==> src/rtl/dds_wave_shaper.sv <==
// DDS wave shaper: phase code to signed amplitude through a 4-stage pipeline.
// Sine uses quarter-wave folding into an external synchronous ROM; other shapes are arithmetic.
module dds_wave_shaper #(
    parameter int PHASE_W = 11,
    parameter int DATA_W  = 10
) (
    input  logic                 clk,
    input  logic                 rst_n,
    input  logic [PHASE_W-1:0]   phase_in,
    input  logic                 phase_vld,
    input  logic [1:0]           wave_sel,
    input  logic [7:0]           gain,
    output logic [PHASE_W-3:0]   rom_addr,
    output logic                 rom_rd_en,
    input  logic [DATA_W-2:0]    rom_data,
    output logic [DATA_W-1:0]    wave_out,
    output logic                 wave_vld
);

    typedef enum logic [1:0] {
        WAVE_SINE = 2'd0,
        WAVE_TRI  = 2'd1,
        WAVE_SAW  = 2'd2,
        WAVE_SQR  = 2'd3
    } wave_e;

    localparam int PROD_W   = DATA_W + 9;
    localparam int SAT_HI_I = 2 ** (DATA_W - 1) - 1;
    localparam int SAT_LO_I = -(2 ** (DATA_W - 1));

    localparam logic [DATA_W-1:0] SQ_POS = {1'b0, {(DATA_W-1){1'b1}}};
    localparam logic [DATA_W-1:0] SQ_NEG = {1'b1, {(DATA_W-2){1'b0}}, 1'b1};

    logic                s1_vld_q, s2_vld_q, s3_vld_q;
    logic [PHASE_W-1:0]  s1_phase_q, s2_phase_q;
    wave_e               s1_sel_q, s2_sel_q;
    logic [7:0]          s1_gain_q, s2_gain_q, s3_gain_q;
    logic [DATA_W-1:0]   s3_sample_q, s3_sample_d;
    logic [DATA_W-1:0]   wave_out_q, wave_out_d;
    logic                wave_vld_q;

    logic [1:0]          s1_quad;
    logic [PHASE_W-3:0]  s1_idx;
    logic [DATA_W-1:0]   sine_mag;
    logic [PHASE_W-2:0]  tri_t;
    logic [DATA_W-1:0]   tri_s, saw_s, sqr_s, sine_s;

    logic signed [DATA_W-1:0] sample_s;
    logic signed [8:0]        gain_s;
    logic signed [PROD_W-1:0] prod;
    logic signed [PROD_W-1:0] shifted;
    int                       shifted_i;

    // Odd quadrants walk the quarter-wave table backwards.
    always_comb begin
        s1_quad   = s1_phase_q[PHASE_W-1 -: 2];
        s1_idx    = s1_phase_q[PHASE_W-3:0];
        rom_addr  = s1_quad[0] ? ~s1_idx : s1_idx;
        rom_rd_en = s1_vld_q;
    end

    always_comb begin
        sine_mag = {1'b0, rom_data};
        sine_s   = s2_phase_q[PHASE_W-1] ? ('0 - sine_mag) : sine_mag;
        tri_t    = s2_phase_q[PHASE_W-1] ? ~s2_phase_q[PHASE_W-2:0] : s2_phase_q[PHASE_W-2:0];
        tri_s    = {~tri_t[PHASE_W-2], tri_t[PHASE_W-3 -: DATA_W-1]};
        saw_s    = {~s2_phase_q[PHASE_W-1], s2_phase_q[PHASE_W-2 -: DATA_W-1]};
        sqr_s    = s2_phase_q[PHASE_W-1] ? SQ_NEG : SQ_POS;
        s3_sample_d = sine_s;
        case (s2_sel_q)
            WAVE_SINE: s3_sample_d = sine_s;
            WAVE_TRI:  s3_sample_d = tri_s;
            WAVE_SAW:  s3_sample_d = saw_s;
            WAVE_SQR:  s3_sample_d = sqr_s;
            default:   s3_sample_d = sine_s;
        endcase
    end

    // Gain is Q1.7 (128 = unity); the shift floors toward minus infinity.
    always_comb begin
        sample_s  = s3_sample_q;
        gain_s    = {1'b0, s3_gain_q};
        prod      = PROD_W'(sample_s) * PROD_W'(gain_s);
        shifted   = prod >>> 7;
        shifted_i = int'(shifted);
        wave_out_d = wave_out_q;
        if (s3_vld_q) begin
            if (shifted_i > SAT_HI_I)
                wave_out_d = DATA_W'(SAT_HI_I);
            else if (shifted_i < SAT_LO_I)
                wave_out_d = DATA_W'(SAT_LO_I);
            else
                wave_out_d = shifted[DATA_W-1:0];
        end
    end

    always_ff @(posedge clk or negedge rst_n) begin
        if (!rst_n) begin
            s1_vld_q    <= 1'b0;
            s2_vld_q    <= 1'b0;
            s3_vld_q    <= 1'b0;
            s1_phase_q  <= '0;
            s2_phase_q  <= '0;
            s1_sel_q    <= WAVE_SINE;
            s2_sel_q    <= WAVE_SINE;
            s1_gain_q   <= '0;
            s2_gain_q   <= '0;
            s3_gain_q   <= '0;
            s3_sample_q <= '0;
            wave_out_q  <= '0;
            wave_vld_q  <= 1'b0;
        end else begin
            s1_vld_q    <= phase_vld;
            s1_phase_q  <= phase_in;
            s1_sel_q    <= wave_e'(wave_sel);
            s1_gain_q   <= gain;
            s2_vld_q    <= s1_vld_q;
            s2_phase_q  <= s1_phase_q;
            s2_sel_q    <= s1_sel_q;
            s2_gain_q   <= s1_gain_q;
            s3_vld_q    <= s2_vld_q;
            s3_sample_q <= s3_sample_d;
            s3_gain_q   <= s2_gain_q;
            wave_out_q  <= wave_out_d;
            wave_vld_q  <= s3_vld_q;
        end
    end

    assign wave_out = wave_out_q;
    assign wave_vld = wave_vld_q;

endmodule

==> config.mk <==
export PLATFORM = sky130hd
export DESIGN_NAME = dds_wave_shaper
export DESIGN_NICKNAME = d
export VERILOG_FILES = /design/src/rtl/dds_wave_shaper.sv
export SDC_FILE = /design/constraint.sdc
export NUM_CORES = 1
export LEC_CHECK = 0
export CAP_MARGIN = 30
export CELL_PAD_IN_SITES_DETAIL_PLACEMENT = 2
export CELL_PAD_IN_SITES_GLOBAL_PLACEMENT = 2
export CORE_MARGIN = 3
export CORE_UTILIZATION = 41
export DETAILED_ROUTE_END_ITERATION = 8
export HOLD_SLACK_MARGIN = 0.05
export MAX_ROUTING_LAYER = met4
export PLACE_DENSITY = 0.84
export SETUP_SLACK_MARGIN = 0.05
export SLEW_MARGIN = 5
export SYNTH_ARGS = -nofsm -noshare
export SYNTH_HDL_FRONTEND = slang
export SYNTH_SLANG_ARGS = --single-unit
==> constraint.sdc <==
create_clock -name clk -period 9.5 [get_ports clk]
set_input_delay 0.95 -clock clk [delete_from_list [all_inputs] [get_ports clk]]
set_output_delay 0.95 -clock clk [all_outputs]
set_load 0.05 [all_outputs]
After elaboration in Yosys (flattened, before gate mapping):

Cells that the tools add are included.

* multiplexer cells: 7
* add/sub/neg operators: 1
* equality and inequality tests: 3
* reductions and logical operators: 1
* $mul: 1
* magnitude comparators: 2
* bitwise operators: 4

Operators by type and width (count)
* 10-bit 2-to-1 mux: 5
* 10-bit case mux with 4 select lines: 1
* 10-bit by 9-bit multiplier with 19-bit output: 1
* 12-bit by 10-bit > comparator with 1-bit output, second input constant: 1
* 12-bit by 10-bit less-than comparator with 1-bit output, second input constant: 1
* 10-bit inverter: 1
* 1-bit by 9-bit subtractor with 10-bit output, first input constant: 1
* 9-bit 2-to-1 mux: 1
* 9-bit inverter: 1
* 2-bit equality test, second input constant: 2
* 2-bit by 1-bit equality test with 1-bit output, second input constant: 1
* 2-bit logical NOT: 1
* 1-bit inverter: 2

* input port bits: 33
* output and inout port bits: 21
* logic and storage cells: 32
* bits in registers: 74

Longest topological paths before layout:

Gate-level depths: netlist of run 1.

* depth in word-level cells: 4
* gate-level depth with buffers: 20
* gate-level depth less buffers: 18

Least setup slack after synthesis of run 1:

OpenSTA, ideal clock, no wires.

* path kind: reg-to-reg
* from: register s3_gain_q[2]
* to: register wave_out_q[3], in the netlist wave_out[3]
* clock period less this slack: 4.956 ns
* setup time: 0.126 ns
* path buffers: 2
* arrival: 4.830 ns
* stages on the path, launching flop included: 18
* slack: 4.544 ns
* data required time: 9.374 ns
* path through: dfrtp_1 -> clkbuf_1 -> and2_1 -> fa_1 -> fa_1 -> fa_1 -> inv_1 -> fa_1 -> inv_1 -> ha_1 -> a21oi_1 -> o21ba_2 -> nor3b_1 -> a21boi_1 -> o21a_1 -> o21a_1 -> buf_6 -> a311o_1

* longest elaborated chain between the ends: 4
* elaborated cells between the ends (all ways): 5
* classes of those cells: 1 x mul; 2 x order compare; 2 x mux

RTL lines
* start: declaration: RTL line 37 `logic [7:0] s1_gain_q, s2_gain_q, s3_gain_q;`
* start signal: assignment: RTL line 123 `s3_gain_q <= s2_gain_q;`
* 10-bit by 9-bit multiplier with 19-bit output (*): RTL line 83 `prod = PROD_W'(sample_s) * PROD_W'(gain_s);`
* 12-bit by 10-bit less-than comparator with 1-bit output: RTL line 90 `else if (shifted_i < SAT_LO_I)`
* 10-bit 2-to-1 mux: RTL line 90
* 10-bit 2-to-1 mux (*): RTL line 88 `if (shifted_i > SAT_HI_I)`
* end signal: assignment: RTL line 124 `wave_out_q <= wave_out_d;`
* end: declaration: RTL line 39 `logic [DATA_W-1:0] wave_out_q, wave_out_d;`

Mark *: on every way between the ends. The rest lies on a longest branch, timed or not.
A chain may end at the register's enable or synchronous reset.

Worst setup path after layout of run 1:

* from: register s3_gain_q[0]
* to: register wave_out_q[3], in the netlist wave_out[3]

Same word-level chain as after synthesis.

==> key figures, run 1 <==
Outcome
  – Status: complete, no violations

Floorplanning
  – Die Height: about 120 µm
  – Initial core utilization: 42.3%
  – I/O pin count: 54
  – Die area: 15200 µm²
  – Die Wd: 123 µm
  – FP Rows: 42
  – Core Area: between 10000 and 15000 µm²

Timing
  – Slew margin rel.: 42.7%
  – Crit path time final: 5.70 ns
  – Final hold violations: 0
  – RSZ-0062 raised after global routing: false
  – Worst-Margin Slew: 0.859 ns
  – Worst hold slack: 0.349 ns
  – Max Clock Freq: 175 MHz
  – Setup WS post-layout: 3.80 ns
  – Setup tns final: 0 ns
  – Final slew viol count: 0
  – Fin Clk Skew: between 0.007 and 0.008 ns
  – Fin crit share: 60.0%
  – Final setup viols: 0

Drt
  – First-iteration detailed-routing DRC count: 183
  – Post-Route WL: 15.6 mm
  – 1st-pass router iterations: 4
  – Via-to-Cell Ratio: 5.12
  – Per-cell routed wire length: around 20 µm
  – Remaining antenna violation count after routing: 0
  – Residual DRC count: 0
  – Total number of vias: 4000

Placed design
  – Setup slack at placement: roughly 3.8 ns
  – GPL Wtd Cong: 0.842
  – Port-buffer cells: between 50 and 60
  – Post-DP HPWL: roughly 12 mm

Yosys
  – Mapped Cells: 553
  – Avg Inst Size Synth: 10.2 µm²
  – Synth Flop Type: dfrtp_1
  – Syn. warnings: 0
  – Post-Synthesis Cell Area: 5650 µm²
  – Post-synth EDFFs: 0
  – Synth top area share: 32.8%
  – Yosys reg bits: between 70 and 80
  – Syn Nets: 686
  – Top post-synthesis cells by area: dfrtp_1 (33%), fa_1 (23%), ha_1 (7.8%)
  – Top cells by count, synth: inv_1 (109), dfrtp_1 (74), fa_1 (65)
  – Synth area leader: dfrtp_1
  – Count leader, synth: inv_1
  – Sequential cell area fraction in the yosys report: 32.8%
  – Async SR Flop Fraction: 100%
  – Synth cell types: 45

Clock network
  – Reg clk slew, reported paths: 0.06 ns
  – TritonCTS clock tree: yes
  – Max clock buf depth: 2
  – H-tree Lvls: 3
  – Number of clock sinks: 74
  – Clock Latency Late Sink: 0.34 ns
  – Cells resized by post-CTS repair: 0
  – Hold_buf cts: 0
  – CTS buffer count: 9
  – Post-CTS Setup Inserts: 0
  – Clock root buffer: clkbuf_16

Critical path
  – Crit path max fanout: 9
  – WP data arrival: 5.98 ns
  – CP Data Required Time: 9.78 ns
  – Setup crit start kind: flop
  – Crit Path Class: reg2reg
  – CP Capture Type: flop

Finish
  – Nets: 734
  – Antenna cells: 0
  – Layout cells sized above 1: 4.13%
  – Layout fillers: 1385
  – Area growth, synth to finish: 18.2%

Pwr
  – Leak: 3.17 nW
  – Max IR drop VDD: 223 µV
  – Power per cell area: 358 nW/µm²

Global route
  – Largest net degree at the start of global routing: 75
  – Remaining global-route overflow: 0
  – Gr usage total: 23.6%
  – First-pass GRT wire length: 26.0 mm
  – Vias in the first global route: roughly 5000
  – Initial antenna violation count: 0

Run
  – Maxcap violations: 0

Hold path
  – Worst Hold Class: reg2reg
## final timing paths
check / startpoint / to / slack [ns] / cells past startpoint
setup / recovery: s3_gain_q[0] / wave_out[3] / 3.80 / 18
hold reg to reg: s1_sel_q[1] / s2_sel_q[1] / 0.35 / 0
setup reg to reg: s3_gain_q[0] / wave_out[3] / 3.80 / 18
hold / removal: s1_sel_q[1] / s2_sel_q[1] / 0.35 / 0
min in group asynchronous: rst_n / wave_out[0] / 0.46 / 1
max in group asynchronous: rst_n / s1_gain_q[0] / 8.48 / 2
## critical path: stages, from the launching register on
cell and delay, ns:
dfrtp_1 0.49, nand2_1 0.20, inv_1 0.12, fa_1 0.66, inv_1 0.20, fa_1 0.56
inv_1 0.05, fa_1 0.49, inv_1 0.08, fa_1 0.55, inv_1 0.05, ha_1 0.37
a21oi_1 0.12, o21ai_1 0.32, a211oi_2 0.08, o311ai_1 0.49, and3b_1 0.24, o21a_1 0.32
a311o_1 0.24
## through the flow
| stage | total power, mW | cell area [µm²] | instances | utilization [%] |
|---|---|---|---|---|
| after floorplan | 1.59 | 5650 | 553 | - |
| after global placement | 1.86 | 6320 | 765 | 47.3 |
| after global routing | 2.63 | 6670 | 782 | 50.0 |
| final | 2.39 | 6670 | 782 | 50.0 |
| after CTS | 2.41 | 6640 | 781 | 49.8 |
| after detailed placement | 2.01 | 6320 | 765 | 47.3 |
## cells in the final DEF, fill, tap and decap left out, types with 2 or more instances in the layout
cell	Yosys	final
o21a_1	3	3
a21oi_1	16	16
nand4b_1	2	2
a21boi_1	2	2
and2_1	43	43
a211oi_2	2	2
mux2i_1	6	6
xor2_1	15	15
o21bai_1	3	3
nand3_1	9	9
bufinv_16	0	2
dfrtp_1	74	74
or3_1	10	10
ha_1	35	35
fa_1	65	65
o31ai_1	2	2
a31oi_1	2	2
nor3_1	3	3
a221o_1	8	8
nor2b_1	3	3
o21ai_0	25	25
nor2_1	15	15
inv_1	109	109
xnor2_1	16	16
clkbuf_16	0	9
clkdlybuf4s50_1	0	52
o21ai_1	2	2
nand2_1	50	50
## per-layer routing
metal	vias up	share of wire, %	track usage (%)
met5	-	0	-
met4	0	2.8	7.75
met3	31	2.4	3.75
met2	59	56	42.8
met1	2090	39	26.4
li1	1820	-	-
## registers in the layout, indices dropped and copies added, names as in the netlist
| signal | count |
|---|---|
| rom_rd_en | 1 |
| s1_gain_q | 8 |
| s1_phase_q | 11 |
| s1_sel_q | 2 |
| s2_gain_q | 8 |
| s2_phase_q | 11 |
| s2_sel_q | 2 |
| s2_vld_q | 1 |
| s3_gain_q | 8 |
| s3_sample_q | 10 |
| s3_vld_q | 1 |
| wave_out | 10 |
| wave_vld | 1 |
## power breakdown
group / total, mW / leakage, nW / switching (mW) / internal, mW
registers: 0.404 / 0.863 / 0.0409 / 0.363
logic: 1.61 / 2.15 / 0.939 / 0.668
clock network: 0.378 / 0.158 / 0.145 / 0.233
## final cells by class
type                            instances  area [µm²]  share of cell area [%]
Timing Repair Buffer                   54         556                    8.33
Sequential cell                        74        1850                    27.8
Multi-Input combinational cell        353        3310                    49.6
Inverter                              109         409                    6.13
Clock inverter                          7         101                    1.52
Clock buffer                            9         225                    3.38
Tap cell                              176         220                    3.30
## cell families after synthesis
kind of cell             after synthesis  share of synthesized area (%)
AND/OR/NAND/NOR                      141                           12.7
buffers and inverters                126                           8.60
adder cells (fa/ha/maj)              100                           30.8
AO/OA/AOI/OAI                         74                           8.93
flip-flops                            74                           32.8
XOR/XNOR                              32                           5.10
multiplexers                           6                           1.06
Power figures use the tool's default switching activity.
==> run 2: changes to the inputs <==
Settings changed: CORE_UTILIZATION 41 to 34, PLACE_DENSITY 0.84 to 0.74.
Clock period 9.5 ns to 4.9 ns, I/O delays scaled along.
==> run 2 against run 1 <==
The run now ends with setup timing left. Design area up 12%. Die area rose by 20%. Via count rose by 7.4%. Global-route usage is 2.0 points lower.
==> key figures, run 2 (synthesized netlist as in run 1, its figures left out) <==
Critical path
  – Crit path max fanout: 7 (-2)
  – Crit Path Class: reg2reg
  – CP Cell Sequence: buf_4 -> and2_4 -> fa_1 -> inv_2 -> fa_1 -> inv_1 -> fa_1 -> inv_1 -> fa_1 -> inv_2 -> ha_4 -> a21oi_4 -> buf_4 -> o21ai_0 -> o311ai_2 -> buf_4 -> nand3_4 -> a2bb2oi_4 -> a311o_1
  – WP data arrival: 5.38 ns (-0.60 ns)
  – Critical path buffer and inverter count: 7 (+2)
  – Slowest CP cell: fa_1
  – Critical path's largest stage delay: 0.60 ns (-0.06 ns)
  – Reg2reg start: s3_gain_q[5]
  – CP Data Required Time: 5.17 ns (-4.61 ns)
  – Most numerous cell on the critical path: fa_1
  – Reg2Reg Depth: 19 (+1)
  – RR Endpoint: wave_out[3]
  – Origin of the worst setup path: s3_gain_q[5]
  – CP Capture Type: flop
  – Setup crit start kind: flop
  – R2R setup slack: -0.21 ns (-4.01 ns)
  – CP top delay family: adder cells

Finish
  – Antenna cells: 0 (unchanged)
  – Most common cell after layout, fill and taps aside: inv_1
  – Layout cells sized above 1: 21.0% (+17 points)
  – Largest regs: s1_phase_q x11, s2_phase_q x11
  – Nets: 785 (+6.9%)
  – Most frequent cells in the layout: inv_1 (99), dfrtp_1 (65), fa_1 (62), clkdlybuf4s50_1 (52), nand2_1 (47)
  – Area growth, synth to finish: 32.0%
  – Post-Layout Cell Count: 873 (+12%)

Global route
  – First-pass GRT wire length: 29.0 mm (+12%)
  – Vias in the first global route: 5262 (+7.9%)
  – Initial antenna violation count: 0 (unchanged)
  – Largest net degree at the start of global routing: 75 (unchanged)
  – Gr usage total: 21.6% (-2.0 points)
  – Remaining global-route overflow: 0 (unchanged)

Floorplanning
  – FP Rows: 46 (+9.5%)
  – Initial core utilization: 35.2% (-7.1 points)
  – Die Height: 135 µm (+9.3%)
  – I/O pin count: 54 (unchanged)
  – Die Wd: 135 µm (+9.3%)
  – Core Area: 16100 µm² (+20%)
  – Die area: 18200 µm² (+20%)

Outcome
  – Violated checks: setup timing
  – Status: finished with violations

Drt
  – Total number of vias: 4294 (+7.4%)
  – Remaining antenna violation count after routing: 0 (unchanged)
  – Post-Route WL: 18.7 mm (+20%)
  – Per-cell routed wire length: 21.5 µm (+7.4%)
  – Via-to-Cell Ratio: 4.92 (-3.8%)
  – First-iteration detailed-routing DRC count: 233 (+27%)
  – 1st-pass router iterations: 4 (unchanged)
  – Residual DRC count: 0 (unchanged)

Timing
  – Setup WS post-layout: -0.209 ns (-4.01 ns)
  – Fin Clk Skew: 0.0108 ns (+0.00296 ns)
  – Max Clock Freq: 196 MHz (+12%)
  – Final hold violations: 0 (unchanged)
  – Fin crit share: 104% (+44 points)
  – Final slew viol count: 0 (unchanged)
  – RSZ-0062 raised after global routing: true
  – Setup tns final: -1.59 ns (-1.59 ns)
  – Worst-Margin Slew: 0.810 ns (-0.0492 ns)
  – Slew margin rel.: 46.0% (+3.3 points)
  – Crit path time final: 5.11 ns (-0.594 ns)
  – Final setup viols: 9 (+9)

Clock network
  – Clock Latency Late Sink: 0.34 ns (about the same)
  – Max clock buf depth: 2 (unchanged)
  – Reg clk slew, reported paths: 0.07 ns (about the same)
  – H-tree Lvls: 3 (unchanged)
  – TritonCTS clock tree: yes
  – Number of clock sinks: 74 (unchanged)
  – CTS buffer count: 9 (unchanged)
  – Clock root buffer: clkbuf_16

Placed design
  – Placed Cells: 832 (+8.8%)
  – Setup slack at placement: -0.268 ns (-4.06 ns)
  – Port-buffer cells: 53 (unchanged)
  – GPL Wtd Cong: 0.880 (+4.5%)
  – Post-DP HPWL: 11.9 mm (-2.4%)

Hold path
  – Worst Min Path Start: s2_vld_q
  – Hold Crit Endpoint: s3_vld_q
  – Worst Hold Class: reg2reg
  – Min-Delay Path Depth: 0 (unchanged)

Run
  – Maxcap violations: 0 (unchanged)
run 2: timing repair:
action / in CTS / in global routing
cloned: 2 / 0
endpoints found under the hold margin: 0 / 8
pin swaps: 32 / 22
buffers inserted: 14 / 7
endpoints found under the setup margin: 10 / 10
gates resized for setup: 56 / 17
hold buffers: 0 / 1
run 2: how the worst max path moves through the flow:
stage,endpoint,slack (ns),cells past startpoint
finish,wave_out[3],-0.21,19
global route,wave_out[3],-0.31,20
CTS,wave_out[1],0.05,17
detailed placement,wave_out[8],-0.27,17
global placement,wave_out[3],0.04,18
floorplan,wave_out[3],0.05,20
run 2: stage by stage:
stage | hold slack [ns] | util [%] | area, µm²
detailed placement | 0.337 | 41.4 | 6640
finish | 0.347 | 46.4 | 7450
global route | 0.358 | 46.4 | 7450
floorplan | 0.194 | - | 5720
global placement | 0.333 | 41.4 | 6640
CTS | 0.325 | 45.5 | 7310
run 2: cell type report:
class	count	area, µm²
Inverter	109	412
Multi-Input combinational cell	355	3650
Fill cell	1625	8600
Timing Repair Buffer	103	946
Tap cell	216	270
Clock buffer	9	225
Clock inverter	7	82.6
Sequential cell	74	1860
run 2: worst reg2reg max path: stages, from the launching register on:
cell and delay [ns]:
dfrtp_2 0.48, buf_4 0.17, and2_4 0.13, fa_1 0.60
inv_2 0.09, fa_1 0.52, inv_1 0.06, fa_1 0.50
inv_1 0.06, fa_1 0.57, inv_2 0.07, ha_4 0.24
a21oi_4 0.20, buf_4 0.15, o21ai_0 0.16, o311ai_2 0.33
buf_4 0.19, nand3_4 0.10, a2bb2oi_4 0.25, a311o_1 0.19
run 2: per-layer routing:
metal,vias up,GRT usage (%),wire (µm)
met4,0,6.22,316
met5,-,-,0
met2,60,39.9,10700
met1,2277,24.4,7330
li1,1934,-,-
met3,23,2.61,340
Power of run 2 is not shown: default switching activity piles up to over one toggle a cycle in this logic, so the estimate is an artifact.
